File: src/rtl/systolic_feed_ctrl.sv
// -----------------------------------------------------------------------------
// systolic_feed_ctrl
//
// Sequencing controller for the skew buffer bank in front of the systolic array.
// A tile-start command captures the tile length and lane mask. K vectors are
// then pulled from upstream over valid/ready and forwarded to the bank. After
// that, the longest skew line is flushed with zero vectors, and a one-cycle
// done pulse is raised.
//
// Optional feature: define FEED_CTRL_PERF_EN to build the LOAD-stall counter
// that drives stall_cnt. Without the macro, stall_cnt is a constant zero.
//
// Ports
//   clk        : clock, rising edge
//   rst_n      : synchronous active-low reset
//   start      : tile-start request (only honoured in IDLE)
//   k_len      : vectors per tile, captured with start
//   lane_mask  : per-lane enable, captured with start
//   abort      : synchronous cancel, highest priority after reset
//   src_valid  : upstream vector available
//   src_data   : upstream vector, lane i at [i*DATA_WIDTH +: DATA_WIDTH]
//   src_ready  : controller accepts a vector this cycle (LOAD state)
//   lane_valid : per-lane shift enable to the skew bank (registered)
//   lane_data  : per-lane data to the skew bank (registered)
//   busy       : high in every state except IDLE
//   done       : one-cycle tile-complete pulse
//   stall_cnt  : LOAD cycles with src_valid low (perf build only)
// -----------------------------------------------------------------------------
module systolic_feed_ctrl #(
    parameter int DATA_WIDTH   = 8,
    parameter int BUFFER_COUNT = 16,
    parameter int BUFFER_SIZE  = 27,
    parameter int LEN_WIDTH    = 16
) (
    input  logic                             clk,
    input  logic                             rst_n,
    input  logic                             start,
    input  logic [LEN_WIDTH-1:0]             k_len,
    input  logic [BUFFER_COUNT-1:0]          lane_mask,
    input  logic                             abort,
    input  logic                             src_valid,
    input  logic [BUFFER_COUNT*DATA_WIDTH-1:0] src_data,
    output logic                             src_ready,
    output logic [BUFFER_COUNT-1:0]          lane_valid,
    output logic [BUFFER_COUNT*DATA_WIDTH-1:0] lane_data,
    output logic                             busy,
    output logic                             done,
    output logic [31:0]                      stall_cnt
);

    // The longest skew line (lane BUFFER_COUNT-1) needs this many zero
    // vectors to push the last real vector all the way through.
    localparam int DRAIN_LEN = BUFFER_SIZE + BUFFER_COUNT - 1;
    localparam int DCNT_W    = $clog2(DRAIN_LEN + 1);
    localparam int VEC_W     = BUFFER_COUNT * DATA_WIDTH;

    localparam logic [DCNT_W-1:0]    DRAIN_LAST = DCNT_W'(DRAIN_LEN - 1);
    localparam logic [DCNT_W-1:0]    DCNT_ONE   = DCNT_W'(1);
    localparam logic [LEN_WIDTH-1:0] LEN_ONE    = LEN_WIDTH'(1);

    typedef enum logic [1:0] {
        S_IDLE  = 2'd0,
        S_LOAD  = 2'd1,
        S_DRAIN = 2'd2,
        S_DONE  = 2'd3
    } state_t;

    state_t                   state_q, state_d;
    logic [LEN_WIDTH-1:0]     k_len_q, k_len_d;
    logic [BUFFER_COUNT-1:0]  mask_q, mask_d;
    logic [LEN_WIDTH-1:0]     vec_cnt_q, vec_cnt_d;
    logic [DCNT_W-1:0]        drain_cnt_q, drain_cnt_d;
    logic [BUFFER_COUNT-1:0]  lane_valid_q, lane_valid_d;
    logic [VEC_W-1:0]         lane_data_q, lane_data_d;

    logic                     xfer;
    logic [VEC_W-1:0]         masked_data;

    // Disabled lanes are forced to zero so the array sees a clean operand.
    for (genvar gi = 0; gi < BUFFER_COUNT; gi++) begin : g_lane_mask
        assign masked_data[gi*DATA_WIDTH +: DATA_WIDTH] =
            mask_q[gi] ? src_data[gi*DATA_WIDTH +: DATA_WIDTH] : '0;
    end

    assign src_ready  = (state_q == S_LOAD);
    assign busy       = (state_q != S_IDLE);
    assign done       = (state_q == S_DONE);
    assign xfer       = src_valid && src_ready;
    assign lane_valid = lane_valid_q;
    assign lane_data  = lane_data_q;

    always_comb begin
        state_d      = state_q;
        k_len_d      = k_len_q;
        mask_d       = mask_q;
        vec_cnt_d    = vec_cnt_q;
        drain_cnt_d  = drain_cnt_q;
        lane_valid_d = '0;
        lane_data_d  = lane_data_q;

        if (abort) begin
            // A coincident transfer is consumed upstream (src_ready is high)
            // but deliberately not forwarded to the bank.
            state_d     = S_IDLE;
            vec_cnt_d   = '0;
            drain_cnt_d = '0;
        end else begin
            unique case (state_q)
                S_IDLE: begin
                    if (start) begin
                        k_len_d     = k_len;
                        mask_d      = lane_mask;
                        vec_cnt_d   = '0;
                        drain_cnt_d = '0;
                        state_d     = (k_len == '0) ? S_DONE : S_LOAD;
                    end
                end
                S_LOAD: begin
                    if (xfer) begin
                        lane_valid_d = '1;
                        lane_data_d  = masked_data;
                        if (vec_cnt_q == k_len_q - LEN_ONE) begin
                            state_d   = S_DRAIN;
                            vec_cnt_d = '0;
                        end else begin
                            vec_cnt_d = vec_cnt_q + LEN_ONE;
                        end
                    end
                end
                S_DRAIN: begin
                    lane_valid_d = '1;
                    lane_data_d  = '0;
                    if (drain_cnt_q == DRAIN_LAST) begin
                        state_d     = S_DONE;
                        drain_cnt_d = '0;
                    end else begin
                        drain_cnt_d = drain_cnt_q + DCNT_ONE;
                    end
                end
                S_DONE: begin
                    state_d = S_IDLE;
                end
                default: begin
                    state_d = S_IDLE;
                end
            endcase
        end
    end

    always_ff @(posedge clk) begin
        if (!rst_n) begin
            state_q      <= S_IDLE;
            k_len_q      <= '0;
            mask_q       <= '0;
            vec_cnt_q    <= '0;
            drain_cnt_q  <= '0;
            lane_valid_q <= '0;
            lane_data_q  <= '0;
        end else begin
            state_q      <= state_d;
            k_len_q      <= k_len_d;
            mask_q       <= mask_d;
            vec_cnt_q    <= vec_cnt_d;
            drain_cnt_q  <= drain_cnt_d;
            lane_valid_q <= lane_valid_d;
            lane_data_q  <= lane_data_d;
        end
    end

`ifdef FEED_CTRL_PERF_EN
    logic [31:0] stall_cnt_q;
    logic        start_accept;

    assign start_accept = (state_q == S_IDLE) && start && !abort;

    // Saturating count of LOAD cycles where upstream had nothing to offer.
    always_ff @(posedge clk) begin
        if (!rst_n) begin
            stall_cnt_q <= '0;
        end else if (start_accept) begin
            stall_cnt_q <= '0;
        end else if ((state_q == S_LOAD) && !src_valid && (stall_cnt_q != 32'hFFFF_FFFF)) begin
            stall_cnt_q <= stall_cnt_q + 32'd1;
        end
    end

    assign stall_cnt = stall_cnt_q;
`else
    assign stall_cnt = '0;
`endif

endmodule

File: config.mk
export PLATFORM = sky130hd
export DESIGN_NAME = systolic_feed_ctrl
export DESIGN_NICKNAME = d
export VERILOG_FILES = /design/src/rtl/systolic_feed_ctrl.sv
export SDC_FILE = /design/constraint.sdc
export NUM_CORES = 1
export LEC_CHECK = 0
export CAP_MARGIN = 20
export CELL_PAD_IN_SITES_DETAIL_PLACEMENT = 1
export CELL_PAD_IN_SITES_GLOBAL_PLACEMENT = 2
export CORE_MARGIN = 5
export CORE_UTILIZATION = 21
export DETAILED_ROUTE_END_ITERATION = 10
export HOLD_SLACK_MARGIN = 0.1
export PLACE_DENSITY = 0.76
export SYNTH_ARGS = -nofsm -noshare
export SYNTH_HDL_FRONTEND = slang
export SYNTH_SLANG_ARGS = --single-unit
export TNS_END_PERCENT = 1
File: constraint.sdc
create_clock -name clk -period 2.57 [get_ports clk]
set_input_delay 0.514 -clock clk [delete_from_list [all_inputs] [get_ports clk]]
set_output_delay 0.514 -clock clk [all_outputs]
set_load 0.05 [all_outputs]
==> reports/qor.yml <==
power:
  p_per_area_nw_per_um2: 512
  finalPower_uw: 6510
  p_leak_uw: 0.00431
  irDropWorstVdd_mv: 0.430
setup_path:
  crit_required_ps: 2890
  startpoint_type: "flip-flop"
  critical_path_arrival_ps: 2910
  critPathKind: "flip-flop to flip-flop"
  worst-path-max-fanout: 14
  end_kind: "flip-flop"
placed_design:
  dp_cells: 1791
  hpwlAfterDp_um: 23200
  place.port_buffers: 311
  place_ws_ps: -128
  gp_congestion: 0.764
logic_synthesis:
  syn_avg_cell_area_um2: 8.29
  ys_warn_count: 0
  yosysTopAreaCellShare_pct: 44.6
  yosys_most_used_dff: "dfxtp_1"
  yosys.area.top_type: "dfxtp_1"
  synth_edf_count: 0
  synthTopCellsByArea: "dfxtp_1 (45%), a21boi_0 (14%), nand2_1 (9.5%)"
  ys_types: 52
  syn_area_um2: 8300
  syn_inst: 1002
  async_flop_share_pct: 0
  ys_ff_latch: 185
  yosysSeqAreaShare_pct: 44.6
timing:
  post-route-period-util_pct: 101
  rsz0062_at_grt: "true"
  hold_slack_ps: 460
  max_slew_margin_pct: 49.3
  period_minus_slack_ps: 2600
  finalMaxSlewViolations: 0
  clock_skew_ps: 9.36
  setup_viol: 10
  fmax_ghz: 0.385
  layout_setup_ws_ps: -27.8
  worst_slew_pin_slew_ps: 761
  finalHoldViolCount: 0
run_status:
  failed_checks: "setup timing"
  outcome: "finished, violations left"
clocking:
  clk-insertion-delay-late_ps: 440
  cts_buffers: 17
  clkSinkCount: 185
  h-tree-depth: 4
  clockBufferDepth: 2
  path_clk_slew_ps: 70
  cts_root_buf: "clkbuf_16"
  cts_tree: "done"
  cts_setup_buffers: 0
  cts_hold_buf: 0
finish:
  layoutNonFillerInstCount: 1823
  layout-drive-gt1-share_pct: 8.28
  n_fill_cell: 4580
  area.growth.synth_to_final_pct: 53.0
  antennaDiodeCount: 0
  fin_nets: 1465
job:
  drv_cap: 0
global_route:
  grt_usage_pct: 13.9
  grt_antenna_before_repair: 0
  overflow: 0
  grt_pass1_wl_um: 48300
  grt_max_degree: 130
  grt_pass1_vias: 8287
detailed_routing:
  firstDrtPassIters: 4
  wl_per_cell_um: 17.1
  routed_via_density: 4.36
  vias: 7952
  drt_iter0_markers: 199
  ant_nets: 0
  drc: 0
  drt_wl_total_um: 31100
floorplan:
  start_util_pct: 21.3
  io_pins: 344
  rows: 72
  coreArea_um2: 38900
  die_h_um: 209
  fp.dieW_um: 209
  die_area_um2: 43600
worst_hold_path:
  hold_path_class: "flip-flop to flip-flop"
==> placed cells by master (no fill, tap or decap), types with 3 or more instances in the layout <==
cell | synthesis | layout
o31ai_1 | 3 | 3
ha_1 | 8 | 7
clkbuf_16 | 0 | 17
nor2b_1 | 19 | 19
nor4_2 | 2 | 3
inv_1 | 8 | 6
or2_2 | 4 | 4
and3_1 | 5 | 5
clkdlybuf4s50_1 | 0 | 308
nor2_1 | 35 | 34
a21boi_0 | 160 | 160
clkinv_2 | 0 | 3
xnor2_1 | 19 | 19
dfxtp_1 | 185 | 183
xor2_1 | 17 | 17
conb_1 | 1 | 32
nand2_1 | 210 | 210
inv_6 | 0 | 6
nand4_1 | 6 | 6
buf_4 | 47 | 43
nor3_1 | 7 | 7
nand3_1 | 136 | 136
buf_12 | 0 | 9
a21oi_1 | 3 | 3
nor4_1 | 7 | 5
o21ai_0 | 6 | 5
==> final cells by class <==
class                   count  area [um2]  share of cell area (%)
well taps                 518         648                    5.10
multi-input cells         717        4120                    32.5
clock buffers              18         439                    3.46
repair buffers            363        3620                    28.5
clock inverters            14         135                    1.06
flip-flops and latches    185        3710                    29.2
inverters                   8        30.0                   0.236
==> state kept, by name, summed over array words and instances (netlist names) <==
register,cells
lane_data,128
k_len_q,16
mask_q,16
vec_cnt_q,16
drain_cnt_q,6
state_q,2
lane_valid,1
==> cell usage after synthesis, types with 2 or more instances <==
cell type,number
nor3_1,7
o211a_1,2
clkbuf_1,69
or2_2,4
nand4_1,6
a211oi_1,2
nor4_1,7
a31oi_1,2
nand3_1,136
nand2_1,210
nand2b_1,3
or3_1,2
and4_1,2
o21ai_0,6
ha_1,8
buf_1,5
a21oi_1,3
and2_1,2
inv_1,8
xor2_1,17
o22ai_1,2
a21boi_0,160
dfxtp_1,185
mux2i_1,2
and3_1,5
nor4_2,2
nor2b_1,19
nor2_1,35
nand3b_1,2
xnor2_1,19
buf_4,47
o31ai_1,3
==> logic make-up after synthesis <==
family,share of synthesized area [%]
adders and majority gates,1.21
muxes,0.241
xor gates and xnor gates,3.80
other,0.0452
AOI/OAI and AO/OA,17.3
DFF,44.6
buffers and inverters,8.15
and+or+nand+nor,24.6
==> worst max-delay path: stages, from the launching register on <==
cell      delay (ps)
dfxtp_2          330
inv_2             60
ha_4             130
or4b_4           500
nor4_2           150
nand3b_1         100
a2111o_1         440
o41a_1           360
o21ai_4          180
buf_12           150
nor3_1            50
==> where the power goes <==
part	switching, uW	internal (uW)	leakage, uW
Clock	1280	1390	0.000282
Sequential	23.1	2900	0.00149
Combinational	482	436	0.00254
==> routing by layer <==
| layer | up-vias | share of wire, % | global-route usage [%] |
|---|---|---|---|
| met4 | 0 | 1.4 | 3.92 |
| met3 | 22 | 7.7 | 5.10 |
| met5 | - | 0 | 0 |
| met2 | 221 | 48 | 23.5 |
| met1 | 3831 | 43 | 16.6 |
| li1 | 3878 | - | - |
==> final timing paths <==
check	startpoint	end	slack (ps)	depth (start not counted)
worst max-delay path	k_len_q[1]$_SDFFE_PN0P_	vec_cnt_q[13]$_SDFFE_PP0P_	-30	10
worst min-delay path	mask_q[2]$_SDFFE_PN0P_	mask_q[2]$_SDFFE_PN0P_	460	2
worst max register to register	k_len_q[1]$_SDFFE_PN0P_	vec_cnt_q[13]$_SDFFE_PP0P_	-30	10
worst min register to register	mask_q[2]$_SDFFE_PN0P_	mask_q[2]$_SDFFE_PN0P_	460	2
==> stage by stage <==
stage | util, % | TNS [ps] | instance area (um2)
finish | 32.6 | -97.4 | 12700
global route | 32.6 | -1650 | 12700
CTS | 32.5 | -200 | 12700
detailed placement | 31.0 | -1100 | 12100
global placement | 31.0 | -16.9 | 12100
floorplan | - | 0 | 8430
==> what timing repair did <==
action | CTS | global route
hold endpoints to repair | 0 | 0
pin swaps | 3 | 5
setup endpoints to repair | 18 | 19
gates cloned | 0 | 0
resized for setup | 6 | 6
No activity file was read; power rests on OpenSTA's default activity.
